### src/rtl/sweep_scheduler.sv
// sweep_scheduler: raster sweep of a two-axis panel mount with peak tracking.
//
// Steps theta (inner axis) and phi (outer axis) over a THETA_STEPS x PHI_STEPS
// grid spaced STEP_DEG degrees apart. At every point it waits SETTLE_CYCLES
// clocks for the mount to come to rest and then takes one ADC conversion. The
// largest sample and its angles are kept. The first sample of a sweep always
// wins, and ties keep the earlier point. After the last point the mount is
// driven to the best angle, allowed to settle, and the block parks in DONE.
//
// Optional feature (compile-time macro AUTO_RESWEEP_EN): when defined, DONE
// starts a new sweep by itself after RESWEEP_CYCLES clocks.
//
// Ports:
//   clk          system clock
//   reset        asynchronous active-low reset
//   start        one-cycle pulse, starts a sweep from IDLE or DONE
//   abort        level, returns to IDLE at the next edge (beats start)
//   adc_valid    qualifies adc_data for one cycle
//   adc_data     ADC conversion result
//   adc_req      conversion request, held until adc_valid
//   theta, phi   commanded angles (degrees)
//   max_value    peak sample of the current or last sweep
//   best_theta   theta at the peak
//   best_phi     phi at the peak
//   busy         high outside IDLE and DONE
//   done         high in DONE
module sweep_scheduler #(
  parameter int unsigned ADC_W          = 12,
  parameter int unsigned ANG_W          = 8,
  parameter int unsigned THETA_STEPS    = 7,
  parameter int unsigned PHI_STEPS      = 4,
  parameter int unsigned STEP_DEG       = 30,
  parameter int unsigned SETTLE_CYCLES  = 1000,
  parameter int unsigned RESWEEP_CYCLES = 50000000
) (
  input  logic             clk,
  input  logic             reset,
  input  logic             start,
  input  logic             abort,
  input  logic             adc_valid,
  input  logic [ADC_W-1:0] adc_data,
  output logic             adc_req,
  output logic [ANG_W-1:0] theta,
  output logic [ANG_W-1:0] phi,
  output logic [ADC_W-1:0] max_value,
  output logic [ANG_W-1:0] best_theta,
  output logic [ANG_W-1:0] best_phi,
  output logic             busy,
  output logic             done
);

  localparam int unsigned TI_W  = (THETA_STEPS > 1) ? $clog2(THETA_STEPS) : 1;
  localparam int unsigned PI_W  = (PHI_STEPS > 1) ? $clog2(PHI_STEPS) : 1;
  localparam int unsigned CNT_W = (SETTLE_CYCLES > 1) ? $clog2(SETTLE_CYCLES) : 1;

  localparam logic [TI_W-1:0]  TI_LAST     = TI_W'(THETA_STEPS - 1);
  localparam logic [PI_W-1:0]  PI_LAST     = PI_W'(PHI_STEPS - 1);
  localparam logic [CNT_W-1:0] SETTLE_LOAD = CNT_W'(SETTLE_CYCLES - 1);

  // Reject parameter sets the datapath cannot represent.
  if (THETA_STEPS < 2 || PHI_STEPS < 2 || SETTLE_CYCLES < 1 || RESWEEP_CYCLES < 1 ||
      (THETA_STEPS - 1) * STEP_DEG >= (64'd1 << ANG_W) ||
      (PHI_STEPS - 1) * STEP_DEG >= (64'd1 << ANG_W)) begin : g_bad_cfg
    $error("sweep_scheduler: unsupported parameter set");
  end

  typedef enum logic [2:0] {
    S_IDLE,
    S_MOVE,
    S_SETTLE,
    S_REQ,
    S_EVAL,
    S_GOTO,
    S_DONE
  } state_e;

  state_e           state_q, state_d;
  logic [TI_W-1:0]  ti_q, ti_d;
  logic [PI_W-1:0]  pi_q, pi_d;
  logic [CNT_W-1:0] cnt_q, cnt_d;
  logic             first_q, first_d;
  logic             goto_q, goto_d;
  logic [ADC_W-1:0] sample_q, sample_d;
  logic [ANG_W-1:0] theta_q, theta_d;
  logic [ANG_W-1:0] phi_q, phi_d;
  logic [ADC_W-1:0] max_q, max_d;
  logic [ANG_W-1:0] best_theta_q, best_theta_d;
  logic [ANG_W-1:0] best_phi_q, best_phi_d;
  logic             adc_req_q, adc_req_d;
  logic             busy_q, busy_d;
  logic             done_q, done_d;
  logic             launch;

`ifdef AUTO_RESWEEP_EN
  localparam int unsigned RS_W = (RESWEEP_CYCLES > 1) ? $clog2(RESWEEP_CYCLES) : 1;
  localparam logic [RS_W-1:0] RS_LAST = RS_W'(RESWEEP_CYCLES - 1);

  logic [RS_W-1:0] rs_cnt_q, rs_cnt_d;
`endif

  // State and datapath registers.
  always_ff @(posedge clk or negedge reset) begin
    if (!reset) begin
      state_q      <= S_IDLE;
      ti_q         <= '0;
      pi_q         <= '0;
      cnt_q        <= '0;
      first_q      <= 1'b0;
      goto_q       <= 1'b0;
      sample_q     <= '0;
      theta_q      <= '0;
      phi_q        <= '0;
      max_q        <= '0;
      best_theta_q <= '0;
      best_phi_q   <= '0;
      adc_req_q    <= 1'b0;
      busy_q       <= 1'b0;
      done_q       <= 1'b0;
    end else begin
      state_q      <= state_d;
      ti_q         <= ti_d;
      pi_q         <= pi_d;
      cnt_q        <= cnt_d;
      first_q      <= first_d;
      goto_q       <= goto_d;
      sample_q     <= sample_d;
      theta_q      <= theta_d;
      phi_q        <= phi_d;
      max_q        <= max_d;
      best_theta_q <= best_theta_d;
      best_phi_q   <= best_phi_d;
      adc_req_q    <= adc_req_d;
      busy_q       <= busy_d;
      done_q       <= done_d;
    end
  end

`ifdef AUTO_RESWEEP_EN
  // Idle time spent in DONE.
  always_ff @(posedge clk or negedge reset) begin
    if (!reset) begin
      rs_cnt_q <= '0;
    end else begin
      rs_cnt_q <= rs_cnt_d;
    end
  end
`endif

  // Next-state, datapath and registered-output decode.
  always_comb begin
    state_d      = state_q;
    ti_d         = ti_q;
    pi_d         = pi_q;
    cnt_d        = cnt_q;
    first_d      = first_q;
    goto_d       = goto_q;
    sample_d     = sample_q;
    theta_d      = theta_q;
    phi_d        = phi_q;
    max_d        = max_q;
    best_theta_d = best_theta_q;
    best_phi_d   = best_phi_q;
    launch       = 1'b0;
`ifdef AUTO_RESWEEP_EN
    rs_cnt_d     = rs_cnt_q;
`endif

    if (abort) begin
      // Abort beats everything; results and angles are left as they are.
      state_d = S_IDLE;
    end else begin
      case (state_q)
        S_IDLE: begin
          launch = start;
        end

        S_MOVE: begin
          theta_d = ANG_W'(32'(ti_q) * STEP_DEG);
          phi_d   = ANG_W'(32'(pi_q) * STEP_DEG);
          cnt_d   = SETTLE_LOAD;
          state_d = S_SETTLE;
        end

        // Shared by grid points and the final move to the best angle.
        S_SETTLE: begin
          if (cnt_q == '0) begin
            state_d = goto_q ? S_DONE : S_REQ;
          end else begin
            cnt_d = cnt_q - CNT_W'(1);
          end
        end

        S_REQ: begin
          if (adc_valid) begin
            sample_d = adc_data;
            state_d  = S_EVAL;
          end
        end

        S_EVAL: begin
          if (first_q || (sample_q > max_q)) begin
            max_d        = sample_q;
            best_theta_d = theta_q;
            best_phi_d   = phi_q;
          end
          first_d = 1'b0;
          // Theta is the inner axis.
          if (ti_q != TI_LAST) begin
            ti_d    = ti_q + TI_W'(1);
            state_d = S_MOVE;
          end else if (pi_q != PI_LAST) begin
            ti_d    = '0;
            pi_d    = pi_q + PI_W'(1);
            state_d = S_MOVE;
          end else begin
            state_d = S_GOTO;
          end
        end

        S_GOTO: begin
          theta_d = best_theta_q;
          phi_d   = best_phi_q;
          cnt_d   = SETTLE_LOAD;
          goto_d  = 1'b1;
          state_d = S_SETTLE;
        end

        S_DONE: begin
          if (start) begin
            launch = 1'b1;
          end
`ifdef AUTO_RESWEEP_EN
          else if (rs_cnt_q == RS_LAST) begin
            launch = 1'b1;
          end else begin
            rs_cnt_d = rs_cnt_q + RS_W'(1);
          end
`endif
        end

        default: begin
          state_d = S_IDLE;
        end
      endcase

      // Sweep launch: fresh indices, cleared peak, first sample always wins.
      if (launch) begin
        ti_d    = '0;
        pi_d    = '0;
        max_d   = '0;
        first_d = 1'b1;
        goto_d  = 1'b0;
        state_d = S_MOVE;
      end
    end

`ifdef AUTO_RESWEEP_EN
    if (state_d != S_DONE) begin
      rs_cnt_d = '0;
    end
`endif

    // Status flags track the state being entered so they line up with it.
    adc_req_d = (state_d == S_REQ);
    busy_d    = (state_d != S_IDLE) && (state_d != S_DONE);
    done_d    = (state_d == S_DONE);
  end

  assign adc_req    = adc_req_q;
  assign theta      = theta_q;
  assign phi        = phi_q;
  assign max_value  = max_q;
  assign best_theta = best_theta_q;
  assign best_phi   = best_phi_q;
  assign busy       = busy_q;
  assign done       = done_q;

endmodule

### config.mk
export PLATFORM = sky130hd
export DESIGN_NAME = sweep_scheduler
export DESIGN_NICKNAME = d
export VERILOG_FILES = /design/src/rtl/sweep_scheduler.sv
export SDC_FILE = /design/constraint.sdc
export NUM_CORES = 1
export LEC_CHECK = 0
export ABC_AREA = 1
export ABC_CLOCK_PERIOD_IN_PS = 5400
export BUFFER_PORTS_ARGS = -buffer_cell sky130_fd_sc_hd__buf_2
export CELL_PAD_IN_SITES_DETAIL_PLACEMENT = 0
export CELL_PAD_IN_SITES_GLOBAL_PLACEMENT = 1
export CORE_MARGIN = 2
export CORE_UTILIZATION = 45
export DETAILED_ROUTE_END_ITERATION = 6
export GPL_ROUTABILITY_DRIVEN = 0
export GPL_TIMING_DRIVEN = 0
export PLACE_DENSITY_LB_ADDON = 0.1
export SETUP_SLACK_MARGIN = 0.1
export SKIP_CTS_REPAIR_TIMING = 1
export SLEW_MARGIN = 20
export SYNTH_ARGS = -nofsm -noshare
export SYNTH_HDL_FRONTEND = slang
export SYNTH_SLANG_ARGS = --single-unit
export TNS_END_PERCENT = 20
### constraint.sdc
create_clock -name clk -period 5.4 [get_ports clk]
set_clock_uncertainty 0.2 [all_clocks]
set_input_delay 0.27 -clock clk [delete_from_list [all_inputs] [get_ports clk]]
set_output_delay 0.27 -clock clk [all_outputs]
set_load 0.01 [all_outputs]
Yosys cells after proc, flatten, opt, wreduce, memory -nomap -nowiden --
Index checks and enable logic that the tools add are counted.
Storage, ports and cells: input port bits 17, output and inout port bits 47, flip-flop bits (word level) 79, logic and storage cells 88
Operators by class: equality and inequality tests 13, multiplexer cells 30, $mul 2, add/sub/neg operators 3, bitwise gates (word level) 1, reductions and logical operators 23, order comparisons 1
Operators by type and width (count):
- $mux 12 | 3
- $mux 3 | 11
- $pmux 8 s2 | 2
- $pmux 10 s2 | 1
- $pmux 3 s5 | 1
- $reduce_and 3->1 | 5
- $eq 3x3->1 const B | 4
- $gt 12x12->1 | 1
- $reduce_bool 2->1 | 6
- $logic_not 10->1 | 1
- $mux 10 | 1
- $sub 10x1->10 const B | 1
- $eq 3x2->1 const B | 3
- $mux 2 | 4
- $mul 3x4->7 const B | 1
- $mul 2x4->6 const B | 1
- $mux 1 | 6
- $ne 3x3->1 const B | 2
- $reduce_and 2->1 | 3
- $reduce_bool 3->1 | 2
- $ne 2x2->1 const B | 2
- $reduce_and 4->1 | 1
- $reduce_or 2->1 | 2
- $add 3x1->3 const B | 1
- 8 further kinds | 8

Longest topological paths before layout --
word-level depth 8, gate-level depth with buffers 15, depth with buffers taken out 14

Least setup slack after synthesis --
Ideal clock, no wire load.
path type reg-to-reg, from reg ti_q[0], to reg theta_q[7], in the netlist theta[7], period minus slack after synthesis 2441 ps, path buffers 0, arrival 2109 ps, setup slack 2959 ps, data required time 5068 ps, setup time 132 ps, cell stages (with the launch flop) 8, cell sequence dfrtp_1 -> fa_1 -> ha_1 -> fa_1 -> inv_1 -> o21ai_0 -> a2111oi_0 -> nor2_1
Between the ends: longest elaborated chain between the ends 2
RTL lines:
- from (decl) | RTL line 78 | logic [TI_W-1:0] ti_q, ti_d;
- from (signal assigned) | RTL line 121 | ti_q <= ti_d;
- $mul 3x4->7 | RTL line 178 | theta_d = ANG_W'(32'(ti_q) * STEP_DEG);
- $pmux 8 s2 | RTL line 172 | case (state_q)
- to (signal assigned) | RTL line 127 | theta_q <= theta_d;
- to (decl) | RTL line 84 | logic [ANG_W-1:0] theta_q, theta_d;
No other way between the ends. A chain may end at the register's enable or synchronous reset.

Worst setup path in the final report --
from reg ti_q[2], to reg theta_q[7], in the netlist theta[7]
The elaborated chain is that of the path after synthesis.

==> impl_metrics.ini <==
[status]
status = completed

[floorplan]
die_h_um = 101
ios = 64
die_x_um = 101
start_util_pct = 45.8
die-area_um2 = 10100
coreArea_um2 = 9150
num_rows = 35

[finish]
area_growth_pct = 19.6
drive_gt1_share_pct = 24.0
nets = 590
fin_cells = 662
n_fill_cell = 862
diodes = 0
fin_area_um2 = 5020

[timing]
setup_viol = 0
finalHoldViolations = 0
tightest_slew_ns = 0.493
holdWs_ns = 0.132
period_minus_slack_ns = 2.75
slew_violations = 0
fin_tns_setup_ns = 0
grt_setup_unrepaired = no
slew-limit-headroom_pct = 66.3
fin_crit_sh_pct = 50.9
fmax_mhz = 364

[power]
clkPwrFrac_pct = 30.7
vdd_drop_max_mv = 0.150
p_int_mw = 1.04
sw_frac_of_total_pct = 33.0
power_frac_seq_pct = 47.8
pwr-share-comb_pct = 21.6
powerDensity_nw_per_um2 = 308
p_sw_uw = 510
cellLeakagePower_nw = 2.67

[routing]
antenna_left = 0
drt_iter0_markers = 118
firstDrtPassIters = 4
num_vias = 3364
vias_per_cell = 5.08
drc_errors = 0
wire_per_inst_um = 14.4
routed_wl_um = 9510

[critical_path]
cp.arrival_ns = 2.78
worst-setup-path-type = register to register
max_stage_delay_ns = 0.53
crit_chain = fa_1 > ha_1 > fa_1 > inv_1 > o21ai_0 > a2111oi_0 > nor2_1
crit_required_ns = 5.43
r2r_cells = 7
reg2reg_from = ti_q[2]
r2r_slack_ns = 2.65
start_kind = register
cp-end-kind = register
path_max_fanout = 7
path_common_cell = fa_1
crit_slowest_cell = fa_1
rr_endpoint = theta[7]

[hold_path]
hold_class = input port to register
hp-start = adc_valid
worst_hold_path.num_cells = 5
min_to = busy

[flow_run]
maxCapViolCount = 0

[synth]
yosysSeqAreaShare_pct = 47.1
synth_most_common_cell = nand2_1
synth-edff-count = 0
synth_top_flop_cell = dfrtp_1
syn-cell-area_um2 = 4190
yosys_warnings = 0
ys_ff_latch = 79
synth_cells = 458
synth.area.top_cells = dfrtp_1, nand2_1, ha_1, inv_1, nand3_1
synth_top_area_share_pct = 47.1
synth_largest_area_cell = dfrtp_1
synth_commonest_cells = nand2_1, dfrtp_1, inv_1
syn_nets = 502
async_flop_share_pct = 100
avgSynthCellArea_um2 = 9.16
synth.distinct_cells = 42

[grt]
antenna_found_initial = 0
grt_pass1_wl_um = 15800
grt-ovfl-total = 0
grt_usage_pct = 20.0
first_global_vias = 3219
grt_max_degree = 58

[clocking]
clock_path_buffers = 2
clk_pin_slew_worst_paths_ns = 0.09
cts_buffers = 9
clk_latency_ns = 0.36
clockRootBuffer = clkbuf_8
cts_max_level = 3
cts_tree = done
cts.sinks = 79

[placement]
io_buffers = 63
dp_hpwl_um = 6810
placed_area_um2 = 4680
dp_cells = 633
[power groups by stage]
| stage | clock (mW) | combinational (mW) | sequential, mW |
|---|---|---|---|
| 4_1_cts | 0.486 | 0.331 | 0.739 |
| 6_report | 0.474 | 0.333 | 0.739 |
| 3_3_place_gp | 0 | 0.321 | 0.747 |
| 2_1_floorplan | 0 | 0.218 | 0.748 |
| 5_1_grt | 0.514 | 0.383 | 0.750 |
| 3_5_place_dp | 0 | 0.330 | 0.750 |
[layer usage]
layer	vias up	share of wire [%]	GRT usage [%]	wire length (µm)
met3	9	3.7	3.26	349
li1	1680	-	-	-
met4	0	1.1	6.64	106
met1	1606	46	26.5	4410
met5	-	0	0	0
met2	69	49	33.6	4650
[final cells by class]
type / instances / area, µm² / share of cell area, %
repair buffers: 77 / 475 / 9.48
well taps: 111 / 139 / 2.77
multi-input cells: 302 / 1870 / 37.2
flip-flops and latches: 79 / 1980 / 39.4
plain buffers: 13 / 110 / 2.19
inverters: 64 / 240 / 4.79
clock inverters: 7 / 85.1 / 1.70
clock buffers: 9 / 124 / 2.47
[layout by cell type (no fill, tap or decap), types with 8 or more instances in the layout]
cell type / n
dfrtp_1: 79
nor2_1: 27
ha_1: 24
dlygate4sd3_1: 13
nand2_1: 84
buf_2: 66
o21ai_1: 18
inv_1: 58
nand3_1: 39
o22ai_1: 8
clkbuf_8: 9
a21oi_1: 9
mux2_4: 8
o21ai_0: 23
[state kept, by name, summed over array words and instances, names as in the netlist, 2 cells and up]
name / count
best_theta: 8
cnt_q: 10
sample_q: 12
pi_q: 2
state_q: 3
theta: 8
ti_q: 3
max_value: 12
best_phi: 8
phi: 8
[through the flow]
step	worst slack [ns]	utilization (%)	power, mW
floorplan	2.96	-	0.966
global placement	2.73	50.8	1.07
detailed placement	2.65	51.1	1.08
CTS	2.62	53.4	1.56
global route	2.49	54.8	1.65
finish	2.65	54.8	1.55
[worst max-delay path, delay by kind of cell, from the launching register on]
kind	cells	cell delay, ns
compound gates	2	0.58
fa+ha+maj	3	1.19
buf+inv	1	0.09
flops	1	0.50
simple gates	1	0.08
[kinds of logic after synthesis]
group,share of synthesized area [%]
AND/OR/NAND/NOR,20.3
flip-flops,47.1
buffers and inverters,8.35
AO/OA/AOI/OAI,10.1
adder cells (fa/ha/maj),8.59
multiplexers,3.67
XOR/XNOR,1.88
[worst max-delay path by stage]
stage             from        to  cells after the start
3_5_place_dp   ti_q[2]  theta[7]                      7
2_1_floorplan  ti_q[0]  theta[7]                      7
4_1_cts        ti_q[2]  theta[7]                      7
6_report       ti_q[2]  theta[7]                      7
5_1_grt        ti_q[2]  theta[7]                      7
3_3_place_gp   ti_q[0]  theta[7]                      7
No activity file was read; power rests on OpenSTA's default activity.
